File: config.mk
export PLATFORM = sky130hd
export DESIGN_NAME = fft_bfly_addsub
export DESIGN_NICKNAME = d
export VERILOG_FILES = /design/src/rtl/fft_bfly_addsub.sv
export SDC_FILE = /design/constraint.sdc
export NUM_CORES = 1
export LEC_CHECK = 0
export ABC_CLOCK_PERIOD_IN_PS = 12800
export BUFFER_PORTS_ARGS = -buffer_cell sky130_fd_sc_hd__buf_2
export CAP_MARGIN = 30
export CORE_MARGIN = 3
export CORE_UTILIZATION = 40
export DETAILED_ROUTE_END_ITERATION = 7
export HOLD_SLACK_MARGIN = 0.12
export PLACE_DENSITY_LB_ADDON = 0.1
export SLEW_MARGIN = 5
export SYNTH_ARGS = -nofsm -noshare
export SYNTH_HDL_FRONTEND = slang
export SYNTH_SLANG_ARGS = --single-unit
File: constraint.sdc
create_clock -name clk_i -period 12.8 [get_ports clk_i]
set_input_delay 0.64 -clock clk_i [delete_from_list [all_inputs] [get_ports clk_i]]
set_output_delay 0.64 -clock clk_i [all_outputs]
set_load 0.05 [all_outputs]
File: src/rtl/fft_bfly_addsub.sv
// fft_bfly_addsub: radix-2 butterfly add/subtract with A-alignment FIFO, rounding and saturation.
// Optional saturation event counter enabled by FFT_BFLY_SAT_CNT_EN.
module fft_bfly_addsub #(
  parameter int DATA_W     = 25,
  parameter int PROD_W     = 44,
  parameter int TW_FRAC    = 17,
  parameter int FIFO_DEPTH = 8,
  parameter int SCALE      = 1
) (
  input  logic                  clk_i,
  input  logic                  reset_i,
  input  logic [2*DATA_W-1:0]   a_i,
  input  logic                  a_valid_i,
  input  logic [2*PROD_W-1:0]   prod_i,
  input  logic                  prod_valid_i,
  output logic [2*DATA_W-1:0]   sum_o,
  output logic [2*DATA_W-1:0]   diff_o,
  output logic                  data_valid_o,
  output logic                  sat_o,
  output logic                  err_o,
  output logic [15:0]           sat_cnt_o
);
  localparam int AW  = $clog2(FIFO_DEPTH);
  localparam int P_W = PROD_W - TW_FRAC;
  localparam int S_W = P_W + 1;
  localparam logic signed [S_W:0]    ONE  = 1;
  localparam logic signed [S_W:0]    MAXV = 2**(DATA_W-1) - 1;
  localparam logic signed [S_W:0]    MINV = -(2**(DATA_W-1));
  localparam logic signed [PROD_W:0] HALF = 1 <<< (TW_FRAC-1);

  logic [2*DATA_W-1:0] mem [FIFO_DEPTH];
  logic [AW:0] wptr, rptr;
  logic empty, full, wr, rd, fifo_err, any_sat, s1_v;
  logic [2*DATA_W-1:0] a_sel;
  logic signed [DATA_W-1:0] a_re, a_im;
  logic signed [PROD_W:0] pr_w, pi_w;
  logic signed [P_W-1:0] p_re, p_im;
  logic signed [S_W-1:0] ar_x, ai_x, pr_x, pi_x;
  logic signed [S_W-1:0] s_re, s_im, d_re, d_im;
  logic [DATA_W:0] q_sr, q_si, q_dr, q_di;

  // Empty FIFO with a simultaneous push bypasses A straight to the datapath.
  assign empty    = wptr == rptr;
  assign full     = (wptr ^ rptr) == {1'b1, {AW{1'b0}}};
  assign wr       = a_valid_i && !(empty && prod_valid_i) && !(full && !prod_valid_i);
  assign rd       = prod_valid_i && !empty;
  assign fifo_err = (a_valid_i && full && !prod_valid_i) || (prod_valid_i && empty && !a_valid_i);
  assign a_sel    = !empty ? mem[rptr[AW-1:0]] : a_valid_i ? a_i : '0;

  always_comb begin
    a_re = a_sel[2*DATA_W-1:DATA_W];
    a_im = a_sel[DATA_W-1:0];
    pr_w = $signed(prod_i[2*PROD_W-1:PROD_W]) + HALF;
    pi_w = $signed(prod_i[PROD_W-1:0]) + HALF;
    p_re = P_W'(pr_w >>> TW_FRAC);
    p_im = P_W'(pi_w >>> TW_FRAC);
    ar_x = a_re;
    ai_x = a_im;
    pr_x = p_re;
    pi_x = p_im;
  end

  function automatic logic [DATA_W:0] rsat(input logic signed [S_W-1:0] x);
    logic signed [S_W:0] xe, r;
    xe = x;
    r  = SCALE != 0 ? (xe + ONE) >>> 1 : xe;
    return r > MAXV ? {1'b1, MAXV[DATA_W-1:0]} : r < MINV ? {1'b1, MINV[DATA_W-1:0]} : {1'b0, r[DATA_W-1:0]};
  endfunction

  always_comb begin
    q_sr    = rsat(s_re);
    q_si    = rsat(s_im);
    q_dr    = rsat(d_re);
    q_di    = rsat(d_im);
    any_sat = s1_v && (q_sr[DATA_W] || q_si[DATA_W] || q_dr[DATA_W] || q_di[DATA_W]);
  end

  always_ff @(posedge clk_i) begin
    if (wr) mem[wptr[AW-1:0]] <= a_i;
  end

  always_ff @(posedge clk_i or posedge reset_i) begin
    if (reset_i) begin
      wptr         <= '0;
      rptr         <= '0;
      s1_v         <= 1'b0;
      s_re         <= '0;
      s_im         <= '0;
      d_re         <= '0;
      d_im         <= '0;
      data_valid_o <= 1'b0;
      sum_o        <= '0;
      diff_o       <= '0;
      sat_o        <= 1'b0;
      err_o        <= 1'b0;
    end else begin
      if (wr) wptr <= wptr + 1'b1;
      if (rd) rptr <= rptr + 1'b1;
      if (fifo_err) err_o <= 1'b1;
      s1_v <= prod_valid_i;
      if (prod_valid_i) begin
        s_re <= ar_x + pr_x;
        s_im <= ai_x + pi_x;
        d_re <= ar_x - pr_x;
        d_im <= ai_x - pi_x;
      end
      data_valid_o <= s1_v;
      if (s1_v) begin
        sum_o  <= {q_sr[DATA_W-1:0], q_si[DATA_W-1:0]};
        diff_o <= {q_dr[DATA_W-1:0], q_di[DATA_W-1:0]};
      end
      if (any_sat) sat_o <= 1'b1;
    end
  end

`ifdef FFT_BFLY_SAT_CNT_EN
  always_ff @(posedge clk_i or posedge reset_i) begin
    if (reset_i) sat_cnt_o <= '0;
    else if (any_sat && sat_cnt_o != 16'hFFFF) sat_cnt_o <= sat_cnt_o + 1'b1;
  end
`else
  assign sat_cnt_o = '0;
`endif
endmodule

* Word-level counts from Yosys, hierarchy flattened
Memories as Yosys holds them, arrays and structs flattened.
Cells that the tools add are included.
** Cells by class
- Bitwise gates (word level) :: 1
- Order comparisons :: 8
- Mux-type cells :: 12
- Eq/ne operators :: 2
- Add/subtract/negate cells :: 12
- Reduce and logical (&&, ||, !) cells :: 18
** Operator list (count)
- 26-bit two-way mux :: 8
- 28-bit by 2-bit adder with 29-bit output (second input constant) :: 4
- 28-bit by 25-bit greater-than comparator with 1-bit output (second input constant) :: 4
- 28-bit by 25-bit less-than comparator with 1-bit output (second input constant) :: 4
- 50-bit two-way mux :: 2
- 44-bit by 18-bit adder with 44-bit output (second input constant) :: 2
- 25-bit by 27-bit adder with 28-bit output :: 2
- 25-bit by 27-bit subtractor with 28-bit output :: 2
- 1-bit logical AND :: 9
- 4-bit by 1-bit adder with 4-bit output (second input constant) :: 2
- 1-bit logical NOT :: 5
- 4-bit equality test :: 1
- 4-bit equality test (second input constant) :: 1
- 1-bit logical OR :: 4
- 4-bit XOR :: 1
- 1-bit two-way mux :: 2
** Storage, ports and cells
- Memories :: 1
- Output and inout port bits :: 119
- Bits of input ports :: 142
- Word-level logic and storage cells :: 66
- Memory bits (writable) :: 400
- Bits in registers :: 224
** Memory list
- mem :: depth 8, bits a word 50, rd ports 1, clocked after memory_dff 0, write ports 1, RTL line 31 : logic [2*DATA_W-1:0] mem [FIFO_DEPTH];

* Longest topological paths before layout
- Word-level depth :: 8
- Mapped depth :: 19
- Mapped depth without buffers :: 17

* Worst setup path before layout
OpenSTA, ideal clock, no wires.
- Path type :: input to register
- Start :: input port a_valid_i
- End :: memory mem[0][0] (netlist name), enable pin
- Slack :: 7.513 ns
- Setup time :: 0.519 ns
- Buffers on the path :: 1
- Data arrival time :: 4.768 ns
- Data required time :: 12.281 ns
- Cell stages on the path :: 4
- Path through :: clkbuf_1 o21ai_0 or2_2 nor3_1
** Between the ends
- Word-level cells in the longest chain between the ends :: 4
** RTL lines
- start, declared :: RTL line 13 : input logic a_valid_i,
- 1-bit logical AND (2 in series) :: RTL line 45 : assign wr = a_valid_i && !(empty && prod_valid_i) && !(full && !prod_valid_i);
- 1-bit two-way mux :: RTL line 79 : if (wr) mem[wptr[AW-1:0]] <= a_i;
- 1-bit two-way mux (implied by the code) :: RTL line 79
- end, declared :: RTL line 31
No other way between the ends.

* Final worst setup path
- Start :: register rptr[2]
- End :: register s_im[25]
** Between the ends
- Word-level cells in the longest chain between the ends :: 3
- Elaborated cells on any way between the ends :: 4
- Those cells by class :: add/sub (1); eq/ne (1); mux (1); memory (1)
** RTL lines
- start, declared :: RTL line 32 : logic [AW:0] wptr, rptr;
- start signal, assigned :: RTL line 98 : if (rd) rptr <= rptr + 1'b1;
- memory 8 x 50 bit / 4-bit equality test (equally long branches)
- 50-bit two-way mux (*) :: RTL line 48 : assign a_sel = !empty ? mem[rptr[AW-1:0]] : a_valid_i ? a_i : '0;
- 25-bit by 27-bit adder with 28-bit output (*) :: RTL line 103 : s_im <= ai_x + pi_x;
- end signal, assigned :: RTL line 103
- end, declared :: RTL line 39 : logic signed [S_W-1:0] s_re, s_im, d_re, d_im;
Mark *: on every way between the ends. The rest lies on a longest branch, timed or not.
A chain may end at the register's enable or synchronous reset.

==> flow_metrics.env <==
export IMPL_finalHoldViolations=0
export IMPL_synth_top_area_share_pct=36.6
export IMPL_ys_seq_area_share_pct=53.6
export IMPL_hold_path_class="input pin to register"
export IMPL_vias=22027
export IMPL_slew_viol_final=0
export IMPL_setup_viol=0
export IMPL_clockBufferDepth=3
export IMPL_n_fill_cell=7450
export IMPL_cp_top_family="compound AO/OA/AOI/OAI gates"
export IMPL_clkLatencyLatePin_ps=610
export IMPL_dieArea_mm2=0.0855
export IMPL_ant_nets=0
export IMPL_cts_root_buf="clkbuf_16"
export IMPL_clock_skew_final_ps=25.6
export IMPL_start_util_pct=40.6
export IMPL_fin_crit_sh_pct=46.1
export IMPL_io_pins=261
export IMPL_syn_cell_area_mm2=0.0328
export IMPL_cp_required_ps=13290
export IMPL_dp_hpwl_um=58800
export IMPL_cts_setup_buffers=0
export IMPL_synth_xor_area_share_pct=6.01
export IMPL_cts_resized=0
export IMPL_drtIter0Drc=1442
export IMPL_synth_area_mux_share_pct=9.88
export IMPL_cts_tree="done"
export IMPL_seq_area_mm2=0.0176
export IMPL_areaGrowthSynthToFinish_pct=13.8
export IMPL_wirelength_um=85800
export IMPL_crit_fanout=47
export IMPL_route_detailed_drc=0
export IMPL_rows=104
export IMPL_core_mm2=0.0808
export IMPL_synth_simple_area_share_pct=9.88
export IMPL_worstSetupEndpointType="register"
export IMPL_antenna_found_initial=28
export IMPL_drt_first_pass_iters=5
export IMPL_cap_violations=0
export IMPL_grt_max_degree=118
export IMPL_synth_area_top_cells="edfxtp_1 37%, dfrtp_1 17%, mux4_2 6.9%"
export IMPL_ys_types=83
export IMPL_synth_edf_count=400
export IMPL_synth_compound_area_share_pct=12.3
export IMPL_clk_pin_slew_ps=60
export IMPL_routed_via_density=5.40
export IMPL_synth_top_family_by_area="compound AO/OA/AOI/OAI gates"
export IMPL_multi_input_area_mm2=0.0142
export IMPL_io_buffer_count=212
export IMPL_grt_pass1_vias=21870
export IMPL_ys_seq_elements=622
export IMPL_grt_pass1_wl_um=132000
export IMPL_max_stage_delay_ps=960
export IMPL_holdBufCountCts=1
export IMPL_cp_start_kind="register"
export IMPL_wire_per_inst_um=21.0
export IMPL_crit_chain="xnor2_1 -> nand3_1 -> or2_4 -> buf_4 -> a21oi_1 -> a21oi_1 -> ha_1 -> a211o_1 -> a31oi_1 -> a21o_1 -> o41ai_2 -> a2111oi_1 -> o21ai_1 -> a31oi_1 -> xnor2_1 -> mux2_2"
export IMPL_fmax_mhz=170
export IMPL_cts_sinks=622
export IMPL_period_needed_ps=5900
export IMPL_critPathSlowestCell="dfrtp_4"
export IMPL_setup_tns_ps=0
export IMPL_drive_gt1_share_pct=18.7
export IMPL_synth_warnings=0
export IMPL_overflow=0
export IMPL_htreeDepth=3
export IMPL_crit_buf_inv=1
export IMPL_tightest_slew_ps=999
export IMPL_yosys_area_share_adder_pct=4.75
export IMPL_fp_dieH_um=292
export IMPL_track_usage_pct=19.9
export IMPL_status="finished clean"
export IMPL_rsz0062_at_grt="no"
export IMPL_gp_congestion=0.838
export IMPL_cts_made_buffers=71
export IMPL_r2r_slack_ps=6900
export IMPL_async_reset_ff_share_pct=35.7
export IMPL_die_w_um=292
export IMPL_nNetsFinal=3214
export IMPL_syn_mean_instance_area_um2=11.8
export IMPL_synth_main_ff_cell="edfxtp_1"
export IMPL_netlist_instances=2783
export IMPL_arrival_ps=6390
export IMPL_slew_headroom_pct=33.4
export IMPL_criticalPathCategory="register to register"
export IMPL_synth_top_area_cell="edfxtp_1"
area by class of cell:
| type | instances | area share [%] |
|---|---|---|
| Multi-Input combinational cell | 1893 | 38.0 |
| Antenna cell | 10 | 0.0671 |
| Timing Repair Buffer | 240 | 3.63 |
| Tap cell | 1060 | 3.55 |
| Clock inverter | 39 | 1.24 |
| Clock buffer | 92 | 5.16 |
| Inverter | 122 | 1.25 |
| Sequential cell | 622 | 47.1 |
final timing paths:
kind	start	endpoint	cells past startpoint
setup / recovery	rptr[2]	s_im[25]	16
hold / removal	a_i[46]	mem[6][46]	1
setup reg to reg	rptr[2]	s_im[25]	16
hold reg to reg	rptr[3]	rptr[3]	1
max in group asynchronous	reset_i	d_re[8]	6
min in group asynchronous	reset_i	data_valid_o	3
cells by family (layout without fill, tap and decap cells):
| kind of cell | after synthesis | count (layout) |
|---|---|---|
| AOI/OAI and AO/OA | 650 | 650 |
| xor gates and xnor gates | 225 | 225 |
| adders and majority gates | 122 | 122 |
| buffers and inverters | 283 | 493 |
| DFF | 622 | 622 |
| muxes | 194 | 194 |
| other | 1 | 26 |
| and+or+nand+nor | 686 | 686 |
stage by stage:
| stage | hold slack, ps | instance area [µm²] | std cells | utilization [%] | setup WS (ps) |
|---|---|---|---|---|---|
| floorplan | 389 | 32800 | 2798 | - | 6080 |
| global placement | 478 | 34800 | 3931 | 43.0 | 6870 |
| detailed placement | 477 | 34900 | 3935 | 43.2 | 6880 |
| CTS | 270 | 37300 | 4067 | 46.1 | 6870 |
| global route | 301 | 37300 | 4072 | 46.2 | 6580 |
| finish | 322 | 37300 | 4078 | 46.2 | 6900 |
synth_stat cells, types with 53 or more instances:
cell and count:
edfxtp_1 400, mux4_2 100, nor2_1 279, xnor2_1 155, mux2i_1 57, dfrtp_1 222
nand2_1 119, o21ai_0 53, ha_1 118, nand3_1 70, xor2_1 70, a21oi_1 361
inv_1 121, clkbuf_1 104
sequential cells by signal (all words and copies together), names as in the netlist:
name	flops
rptr	4
data_valid_o	1
diff_o	50
mem	400
sum_o	50
wptr	4
sat_o	1
d_re	27
s1_v	1
s_re	28
s_im	28
err_o	1
d_im	27
per-layer routing:
metal | vias up | GRT usage, % | wire (µm)
li1 | 10570 | - | -
met1 | 10827 | 29.7 | 41800
met2 | 489 | 29.7 | 37000
met3 | 117 | 4.55 | 5450
met4 | 24 | 4.59 | 1420
met5 | - | 0 | 160
cells in the final DEF (no fill, tap or decap), drive strengths merged, types with 70 or more instances in the layout:
| cell | instances |
|---|---|
| a21oi | 401 |
| buf | 239 |
| clkbuf | 92 |
| dfrtp | 222 |
| edfxtp | 400 |
| ha | 118 |
| inv | 127 |
| mux4 | 100 |
| nand2 | 119 |
| nand3 | 71 |
| nor2 | 281 |
| xnor2 | 155 |
| xor2 | 70 |
Power is not shown: default switching activity piles up to over one toggle a cycle in this logic, so the estimate is an artifact.
